## src/rtl/uart_rx_fifo.sv

```systemverilog
// uart_rx_fifo -- 8N1 UART receiver with a small show-ahead byte FIFO.
// Synchronises the serial line, validates the start bit at mid-bit, samples
// 8 data bits LSB-first, checks the stop bit and queues good bytes.
// Ports:
//   i_Clock     system clock, rising edge
//   i_Reset     synchronous active-high reset
//   i_enable    1 = accept frames, 0 = abort any frame in progress
//   i_RX        asynchronous serial input, idle high
//   o_RX_Data   head-of-FIFO byte (valid while o_RX_Valid)
//   o_RX_Valid  FIFO not empty
//   i_RX_Ready  consumer accepts the head byte
//   o_Count     bytes held, 0..FIFO_DEPTH
//   o_RX_Busy   receiver is inside a frame
//   o_Frame_Err one-cycle pulse, stop bit was low, byte dropped
//   o_Overrun   one-cycle pulse, good byte arrived with FIFO full, byte dropped
module uart_rx_fifo #(
  parameter int CLKS_PER_BIT = 434,
  parameter int FIFO_DEPTH   = 4,
  parameter int ADDR_W       = 2
) (
  input  logic              i_Clock,
  input  logic              i_Reset,
  input  logic              i_enable,
  input  logic              i_RX,
  output logic [7:0]        o_RX_Data,
  output logic              o_RX_Valid,
  input  logic              i_RX_Ready,
  output logic [ADDR_W:0]   o_Count,
  output logic              o_RX_Busy,
  output logic              o_Frame_Err,
  output logic              o_Overrun
);

  localparam int CNT_W = $clog2(CLKS_PER_BIT);
  localparam logic [CNT_W-1:0]  HALF_C  = CNT_W'((CLKS_PER_BIT - 1) / 2);
  localparam logic [CNT_W-1:0]  FULL_C  = CNT_W'(CLKS_PER_BIT - 1);
  localparam logic [ADDR_W:0]   DEPTH_C = (ADDR_W + 1)'(FIFO_DEPTH);

  typedef enum logic [1:0] {
    ST_IDLE  = 2'd0,
    ST_START = 2'd1,
    ST_DATA  = 2'd2,
    ST_STOP  = 2'd3
  } state_t;

  logic              rx_meta_r, rx_sync_r;
  state_t            state_r, state_nxt_s;
  logic [CNT_W-1:0]  cnt_r, cnt_nxt_s;
  logic [2:0]        idx_r, idx_nxt_s;
  logic [7:0]        shift_r, shift_nxt_s;
  logic              push_s, ferr_s;

  logic [7:0]        mem_r [FIFO_DEPTH];
  logic [ADDR_W-1:0] wr_ptr_r, rd_ptr_r;
  logic [ADDR_W:0]   count_r;
  logic              full_s, pop_s, wr_en_s, ovr_s;
  logic              frame_err_r, overrun_r;

  // Two-flop synchroniser for the asynchronous serial line (idle high).
  always_ff @(posedge i_Clock) begin
    if (i_Reset) begin
      rx_meta_r <= 1'b1;
      rx_sync_r <= 1'b1;
    end else begin
      rx_meta_r <= i_RX;
      rx_sync_r <= rx_meta_r;
    end
  end

  // Receiver state register with its bit/clock counters and shift register.
  always_ff @(posedge i_Clock) begin
    if (i_Reset) begin
      state_r <= ST_IDLE;
      cnt_r   <= '0;
      idx_r   <= 3'd0;
      shift_r <= 8'h00;
    end else begin
      state_r <= state_nxt_s;
      cnt_r   <= cnt_nxt_s;
      idx_r   <= idx_nxt_s;
      shift_r <= shift_nxt_s;
    end
  end

  // Next-state logic; the clock counter restarts on every state entry and every data bit.
  always_comb begin
    state_nxt_s = state_r;
    cnt_nxt_s   = cnt_r + CNT_W'(1);
    idx_nxt_s   = idx_r;
    shift_nxt_s = shift_r;
    if (!i_enable) begin
      // Disabling abandons any partial frame without side effects.
      state_nxt_s = ST_IDLE;
      cnt_nxt_s   = '0;
    end else begin
      case (state_r)
        ST_IDLE: begin
          cnt_nxt_s = '0;
          if (!rx_sync_r) begin
            state_nxt_s = ST_START;
          end else begin
            state_nxt_s = ST_IDLE;
          end
        end
        ST_START: begin
          if (cnt_r == HALF_C) begin
            cnt_nxt_s = '0;
            idx_nxt_s = 3'd0;
            // A line back high at mid-start is treated as noise.
            if (!rx_sync_r) begin
              state_nxt_s = ST_DATA;
            end else begin
              state_nxt_s = ST_IDLE;
            end
          end else begin
            state_nxt_s = ST_START;
          end
        end
        ST_DATA: begin
          if (cnt_r == FULL_C) begin
            cnt_nxt_s          = '0;
            shift_nxt_s[idx_r] = rx_sync_r;
            if (idx_r == 3'd7) begin
              state_nxt_s = ST_STOP;
            end else begin
              idx_nxt_s = idx_r + 3'd1;
            end
          end else begin
            state_nxt_s = ST_DATA;
          end
        end
        ST_STOP: begin
          if (cnt_r == FULL_C) begin
            cnt_nxt_s   = '0;
            state_nxt_s = ST_IDLE;
          end else begin
            state_nxt_s = ST_STOP;
          end
        end
        default: begin
          state_nxt_s = ST_IDLE;
          cnt_nxt_s   = '0;
        end
      endcase
    end
  end

  // Stop-bit outcome: push a good byte or raise a framing error.
  always_comb begin
    push_s = 1'b0;
    ferr_s = 1'b0;
    if (i_enable && (state_r == ST_STOP) && (cnt_r == FULL_C)) begin
      push_s = rx_sync_r;
      ferr_s = !rx_sync_r;
    end else begin
      push_s = 1'b0;
      ferr_s = 1'b0;
    end
  end

  // FIFO control; a simultaneous pop frees the slot, so a push into a full FIFO still lands.
  always_comb begin
    full_s  = (count_r == DEPTH_C);
    pop_s   = (count_r != {(ADDR_W + 1){1'b0}}) && i_RX_Ready;
    wr_en_s = push_s && (!full_s || pop_s);
    ovr_s   = push_s && full_s && !pop_s;
  end

  // FIFO storage, pointers and occupancy count.
  always_ff @(posedge i_Clock) begin
    if (i_Reset) begin
      for (int i = 0; i < FIFO_DEPTH; i++) begin
        mem_r[i] <= 8'h00;
      end
      wr_ptr_r <= '0;
      rd_ptr_r <= '0;
      count_r  <= '0;
    end else begin
      if (wr_en_s) begin
        mem_r[wr_ptr_r] <= shift_r;
        wr_ptr_r        <= wr_ptr_r + ADDR_W'(1);
      end
      if (pop_s) begin
        rd_ptr_r <= rd_ptr_r + ADDR_W'(1);
      end
      case ({wr_en_s, pop_s})
        2'b10:   count_r <= count_r + (ADDR_W + 1)'(1);
        2'b01:   count_r <= count_r - (ADDR_W + 1)'(1);
        default: count_r <= count_r;
      endcase
    end
  end

  // Registered one-cycle event flags.
  always_ff @(posedge i_Clock) begin
    if (i_Reset) begin
      frame_err_r <= 1'b0;
      overrun_r   <= 1'b0;
    end else begin
      frame_err_r <= ferr_s;
      overrun_r   <= ovr_s;
    end
  end

  assign o_RX_Data   = mem_r[rd_ptr_r];
  assign o_RX_Valid  = (count_r != {(ADDR_W + 1){1'b0}});
  assign o_Count     = count_r;
  assign o_RX_Busy   = (state_r != ST_IDLE);
  assign o_Frame_Err = frame_err_r;
  assign o_Overrun   = overrun_r;

endmodule

```

## config.mk

```make
export PLATFORM = sky130hd
export DESIGN_NAME = uart_rx_fifo
export DESIGN_NICKNAME = d
export VERILOG_FILES = /design/src/rtl/uart_rx_fifo.sv
export SDC_FILE = /design/constraint.sdc
export NUM_CORES = 1
export LEC_CHECK = 0
export ABC_AREA = 1
export BUFFER_PORTS_ARGS = -buffer_cell sky130_fd_sc_hd__buf_2
export CORE_UTILIZATION = 50
export DETAILED_ROUTE_END_ITERATION = 10
export PLACE_DENSITY = 0.7
export SETUP_SLACK_MARGIN = 0.1
export SYNTH_ARGS = -nofsm -noshare
export SYNTH_HDL_FRONTEND = slang
export SYNTH_SLANG_ARGS = --single-unit
```

## constraint.sdc

```tcl
create_clock -name i_Clock -period 5.1 [get_ports i_Clock]
set_input_delay 0.255 -clock i_Clock [delete_from_list [all_inputs] [get_ports i_Clock]]
set_output_delay 0.255 -clock i_Clock [all_outputs]
set_load 0.03 [all_outputs]
```

==> results of run 1 <==
critical path, delay by kind of cell, from the launching register on:
family | cells | cell delay (ps)
AO/OA/AOI/OAI | 2 | 470
buffers and inverters | 2 | 540
flip-flops | 1 | 650
where the power goes:
group | switching [mW] | leakage, nW | internal (mW)
combinational | 0.246 | 0.530 | 0.0933
clock | 0.204 | 0.109 | 0.274
sequential | 0.0368 | 0.587 | 0.598
stage by stage:
| stage | cell area [um2] | std cells | utilization, % |
|---|---|---|---|
| floorplan | 3020 | 350 | - |
| global placement | 3190 | 436 | 56.2 |
| detailed placement | 3190 | 436 | 56.2 |
| CTS | 3400 | 452 | 59.9 |
| global route | 3400 | 452 | 59.9 |
| finish | 3400 | 452 | 59.9 |
layer usage:
layer / vias to the layer above / global-route usage (%)
li1: 1217 / -
met1: 1101 / 26.8
met2: 55 / 35.2
met3: 8 / 5.14
met4: 0 / 10.7
met5: - / 0
synth_stat cells (3+ instances only):
master	count
a21oi_1	9
a31oi_1	4
clkbuf_1	5
dfxtp_1	35
edfxtp_1	32
ha_1	5
inv_1	36
nand2_1	43
nand3_1	10
nand3_2	3
nand4_1	4
nor2_1	88
nor2_2	3
nor3_1	13
o21ai_0	28
o21ai_1	5
o22ai_1	8
or2_2	3
xor2_1	3
state kept, by name, indices dropped and copies added (netlist names), named ones only:
| name | flops |
|---|---|
| shift_r | 8 |
| wr_ptr_r | 2 |
| o_Frame_Err | 1 |
| rx_sync_r | 1 |
| o_Overrun | 1 |
| rx_meta_r | 1 |
| state_r | 2 |
| mem_r | 32 |
| idx_r | 3 |
| cnt_r | 9 |
| rd_ptr_r | 2 |
| o_Count | 3 |
logic make-up (layout without fill, tap and decap cells):
family                   Yosys count  in the layout  share of synthesized area [%]
AO/OA/AOI/OAI                     55             55                           9.69
AND/OR/NAND/NOR                  175            175                           26.1
flip-flops                        67             67                           55.0
adder cells (fa/ha/maj)            6              6                           2.73
buffers and inverters             43             73                           5.34
XOR/XNOR                           4              4                           1.16
area by class of cell:
cell class,instances,area [um2]
fill,516,2270
timing repair buffer,19,95.1
clock inverter,7,91.3
tap,72,90.1
sequential,67,1660
clock buffer,9,124
inverter,38,143
multi-input combinational,240,1200
how the worst max path moves through the flow:
stage,startpoint,endpoint,slack (ps),cells after the start
floorplan,o_Count[0]$_SDFFE_PP0P_,mem_r[0][0]$_SDFFCE_PN0P_,2970,8
global placement,cnt_r[1]$_SDFF_PP0_,mem_r[0][0]$_SDFFCE_PN0P_,3020,10
detailed placement,cnt_r[1]$_SDFF_PP0_,mem_r[0][6]$_SDFFCE_PN0P_,2950,10
CTS,register,o_RX_Data[7],2790,4
global route,register,o_RX_Data[7],2660,4
finish,register,o_RX_Data[7],2840,4
==> results.json, run 1 <==
{
  "grt_pass1_wl_mm": 10.1,
  "finalHoldViolations": 0,
  "rows": 27,
  "post-route-drc-count": 0,
  "maxSlewViolCount": 0,
  "drv_cap": 0,
  "wl_met2_mm": 2.99,
  "wl_per_cell_um": 13.6,
  "setup_tns_ps": 0,
  "cts_root_buf": "clkbuf_8",
  "ir_drop_v": 0.000360,
  "synthDistinctLibCells": 28,
  "critPathMaxStageDelay_ps": 650,
  "cts_made_buffers": 9,
  "avgViaCountPerCell": 5.27,
  "outcome": "finished, final reports clean",
  "synth_edf_count": 32,
  "syn-cell-area_mm2": 0.00302,
  "track_usage_pct": 21.7,
  "clock-sinks": 67,
  "p_leak_nw": 1.23,
  "coreArea_mm2": 0.00568,
  "portBuffers": 19,
  "endpoint_kind": "primary output",
  "overflow": 0,
  "clk_pin_slew_ps": 70,
  "drt_iter0_markers": 196,
  "hold_path_depth": 2,
  "fin_crit_ps": 2260,
  "fin_ws_ps": 2840,
  "layout_commonest_cell": "nor2_1",
  "r2r-start": "cnt_r[1]$_SDFF_PP0_",
  "yosysWarnings": 0,
  "synthCells": 350,
  "grt_setup_unrepaired": "no",
  "cts_resized": 0,
  "setup_viol_count_final": 0,
  "relSlewSlack_pct": 58.2,
  "timing.rr.end": "mem_r[0][1]$_SDFFCE_PN0P_",
  "r2r_slack_ps": 2940,
  "insertion_delay_ps": 340,
  "holdWs_ps": 97.7,
  "htree_levels": 3,
  "die_area_mm2": 0.00636,
  "ff2ff_path_depth": 10,
  "crit_type": "register to primary output",
  "netlist_top_cells_area": "edfxtp_1 (32%), dfxtp_1 (23%), nor2_1 (11%), nand2_1 (5.3%), o21ai_0 (4.6%)",
  "final_cell_mix": "nor2_1 (88), nand2_1 (43), inv_1 (36), dfxtp_1 (35), edfxtp_1 (32)",
  "critPathMaxFanout": 17,
  "synthFlopType": "dfxtp_1",
  "grt_pass1_vias": 2197,
  "ios": 20,
  "die_h_um": 79.7,
  "routed_wl_mm": 6.15,
  "vias": 2381,
  "postCtsSetupBuffers": 0,
  "grt_max_degree": 22,
  "hp-class": "input port to register",
  "syn_to_final_growth_pct": 12.6,
  "netlist.area_leader.share_pct": 31.8,
  "antenna_found_initial": 0,
  "cts_max_path_buffers": 2,
  "timing.final.crit_share_pct": 44.3,
  "worst_pin_slew_ps": 627,
  "whs_endpoint": "rx_meta_r$_SDFF_PP1_",
  "crit_chain": "inv_1 -> o21ai_0 -> o22ai_1 -> buf_2",
  "hold_start": "i_RX",
  "place_congestion": 0.828,
  "final_nets": 386,
  "p_per_area_mw_per_mm2": 427,
  "hpwlAfterDp_mm": 4.41,
  "required_ps": 4850,
  "route.met3.wl_um": 285,
  "cts_hold_repair.buffers": 0,
  "drive_gt1_share_pct": 13.7,
  "crit_arrival_ps": 2000,
  "synth-seq-cells": 67,
  "synthArstFlopShare_pct": 0,
  "ys_seq_area_share_pct": 55.0,
  "met1_length_mm": 2.78,
  "initial_core_util_pct": 53.2,
  "fp.dieW_um": 79.7,
  "synth_top_cell_by_area": "edfxtp_1",
  "slowest_stage": "dfxtp_1",
  "cts_tree": "built",
  "syn_avg_cell_area_um2": 8.63,
  "crit_path_start_kind": "register",
  "top_layer_used": "met4",
  "detailedPlace.worstSlack_ps": 2950,
  "drt_first_pass_iters": 4,
  "power_mw": 1.45,
  "diodes": 0,
  "synth_nets": 361,
  "worst_clock_skew_ps": 7.78,
  "clock.fmax_mhz": 443,
  "ant_nets": 0
}
(Power assumes the default switching activity.)
==> inputs of run 2 (changes only) <==
clock period = 2.2 ns   (was 5.1 ns; I/O delays follow)
==> run 2 against run 1 <==
Net effect:
- die area is the same
- first-iteration DRC count shrank 20%
- cell count grew 1.3%
- register-to-register slack lost 2600 ps
- cell area grew 0.63%
- critical path depth grew 6
==> results.json, run 2 (synthesis gave the netlist of run 1 again) <==
{
  "fin_ws_ps": 304,
  "ant_nets": 0,
  "power_mw": 3.12,
  "fin_cells": 458,
  "dp_cells": 441,
  "worst_pin_slew_ps": 423,
  "r2r_slack_ps": 300,
  "required_ps": 2240,
  "worst_clock_skew_ps": 7.28,
  "crit_path_start_kind": "register",
  "cts_root_buf": "clkbuf_8",
  "cts_made_buffers": 9,
  "fin_crit_ps": 1900,
  "critPathMaxFanout": 9,
  "drv_cap": 0,
  "route.met3.wl_um": 193,
  "die_h_um": 79.7,
  "cp-startpoint": "cnt_r[1]$_SDFF_PP0_",
  "r2r-start": "cnt_r[1]$_SDFF_PP0_",
  "wl_met2_mm": 2.81,
  "whs_endpoint": "o_Count[0]$_SDFFE_PP0P_",
  "final_cell_mix": "nor2_1 (87), nand2_1 (39), inv_1 (36), dfxtp_1 (34), edfxtp_1 (32)",
  "track_usage_pct": 20.6,
  "hpwlAfterDp_mm": 4.24,
  "outcome": "finished, final reports clean",
  "top_register": "mem_r",
  "timing.rr.end": "mem_r[0][6]$_SDFFCE_PN0P_",
  "ios": 20,
  "drive_gt1_share_pct": 15.8,
  "antenna_found_initial": 0,
  "htree_levels": 3,
  "maxSlewViolCount": 0,
  "coreArea_mm2": 0.00568,
  "grt_max_degree": 21,
  "crit_arrival_ps": 1940,
  "hp-class": "input port to register",
  "die_area_mm2": 0.00636,
  "overflow": 0,
  "grt_setup_unrepaired": "no",
  "cts_tree": "built",
  "clock-sinks": 67,
  "crit_type": "register to register",
  "critPathMaxStageDelay_ps": 310,
  "met1_length_mm": 2.55,
  "cts_max_path_buffers": 2,
  "place_congestion": 0.840,
  "cp_common_cell": "nor2_4",
  "wl_per_cell_um": 12.7,
  "p_per_area_mw_per_mm2": 911,
  "avgViaCountPerCell": 5.13,
  "p_leak_nw": 1.23,
  "insertion_delay_ps": 340,
  "slowest_stage": "dfxtp_1",
  "top_layer_used": "met4",
  "routed_wl_mm": 5.80,
  "hold_path_depth": 2,
  "drt_first_pass_iters": 4,
  "clk_pin_slew_ps": 70,
  "fp.dieW_um": 79.7,
  "reg.largest.list": "mem_r x32, cnt_r x9, shift_r x8",
  "final_nets": 392,
  "fill_cells": 507,
  "finalHoldViolations": 0,
  "grt_pass1_wl_mm": 9.53,
  "crit_chain": "inv_1 -> ha_1 -> nand2_1 -> nor2_2 -> nand3_2 -> nor2_4 -> nand2_2 -> nor2_4 -> nand3b_4 -> nand2_4",
  "setup_viol_count_final": 0,
  "layout_commonest_cell": "nor2_1",
  "rows": 27,
  "relSlewSlack_pct": 71.5,
  "vias": 2349,
  "diodes": 0,
  "drt_iter0_markers": 157,
  "portBuffers": 19,
  "endpoint_kind": "register",
  "timing.final.crit_share_pct": 86.2,
  "grt_pass1_vias": 2159,
  "postCtsSetupBuffers": 0,
  "ir_drop_v": 0.000684,
  "post-route-drc-count": 0,
  "crit_buf_inv": 1,
  "cpLargestDelayFamily": "simple AND/OR/NAND/NOR gates",
  "clock.fmax_mhz": 527,
  "setup_tns_ps": 0,
  "detailedPlace.worstSlack_ps": 109,
  "initial_core_util_pct": 53.2,
  "syn_to_final_growth_pct": 13.3,
  "ff2ff_path_depth": 10,
  "hold_start": "i_Reset",
  "largest_reg_flops": 32
}
## run 2: timing repair
action / CTS / global route
hold buffers: 1 / 0
hold endpoints to repair: 1 / 0
gates resized for setup: 1 / 6
setup endpoints to repair: 8 / 25
## run 2: area by class of cell
type                    instances  area [um2]  area share [%]
flip-flops and latches         67        1660            48.6
multi-input cells             240        1220            35.8
repair buffers                 25         143            4.17
inverters                      38         143            4.17
clock buffers                  10         128            3.73
well taps                      72        90.1            2.63
clock inverters                 6        32.5           0.950
## run 2: per-layer routing
metal | vias up | GRT usage (%)
met5 | - | 0
met4 | 0 | 14.0
met3 | 20 | 4.00
met2 | 48 | 33.6
met1 | 1059 | 24.5
li1 | 1222 | -
## run 2: per-stage QoR
stage	cell area [um2]	hold WS, ps	util (%)
after floorplan	3020	172	-
after global placement	3230	294	56.9
after detailed placement	3230	298	56.9
after CTS	3400	18.1	59.9
after global routing	3420	39.0	60.3
final	3420	25.7	60.3
## run 2: power by group
part | switching, mW | leakage [nW] | internal [mW]
logic | 0.590 | 0.560 | 0.235
registers | 0.0642 | 0.587 | 1.39
clock network | 0.443 | 0.0872 | 0.399
total | 1.10 | 1.23 | 2.02
## run 2: how the worst max path moves through the flow
stage | slack [ps] | cells past startpoint | to
2_1_floorplan | 170 | 8 | mem_r[0][0]$_SDFFCE_PN0P_
3_3_place_gp | 170 | 10 | mem_r[0][0]$_SDFFCE_PN0P_
3_5_place_dp | 110 | 10 | mem_r[0][0]$_SDFFCE_PN0P_
4_1_cts | 110 | 10 | mem_r[2][2]$_SDFFCE_PN0P_
5_1_grt | 130 | 10 | mem_r[2][7]$_SDFFCE_PN0P_
6_report | 300 | 10 | mem_r[0][6]$_SDFFCE_PN0P_
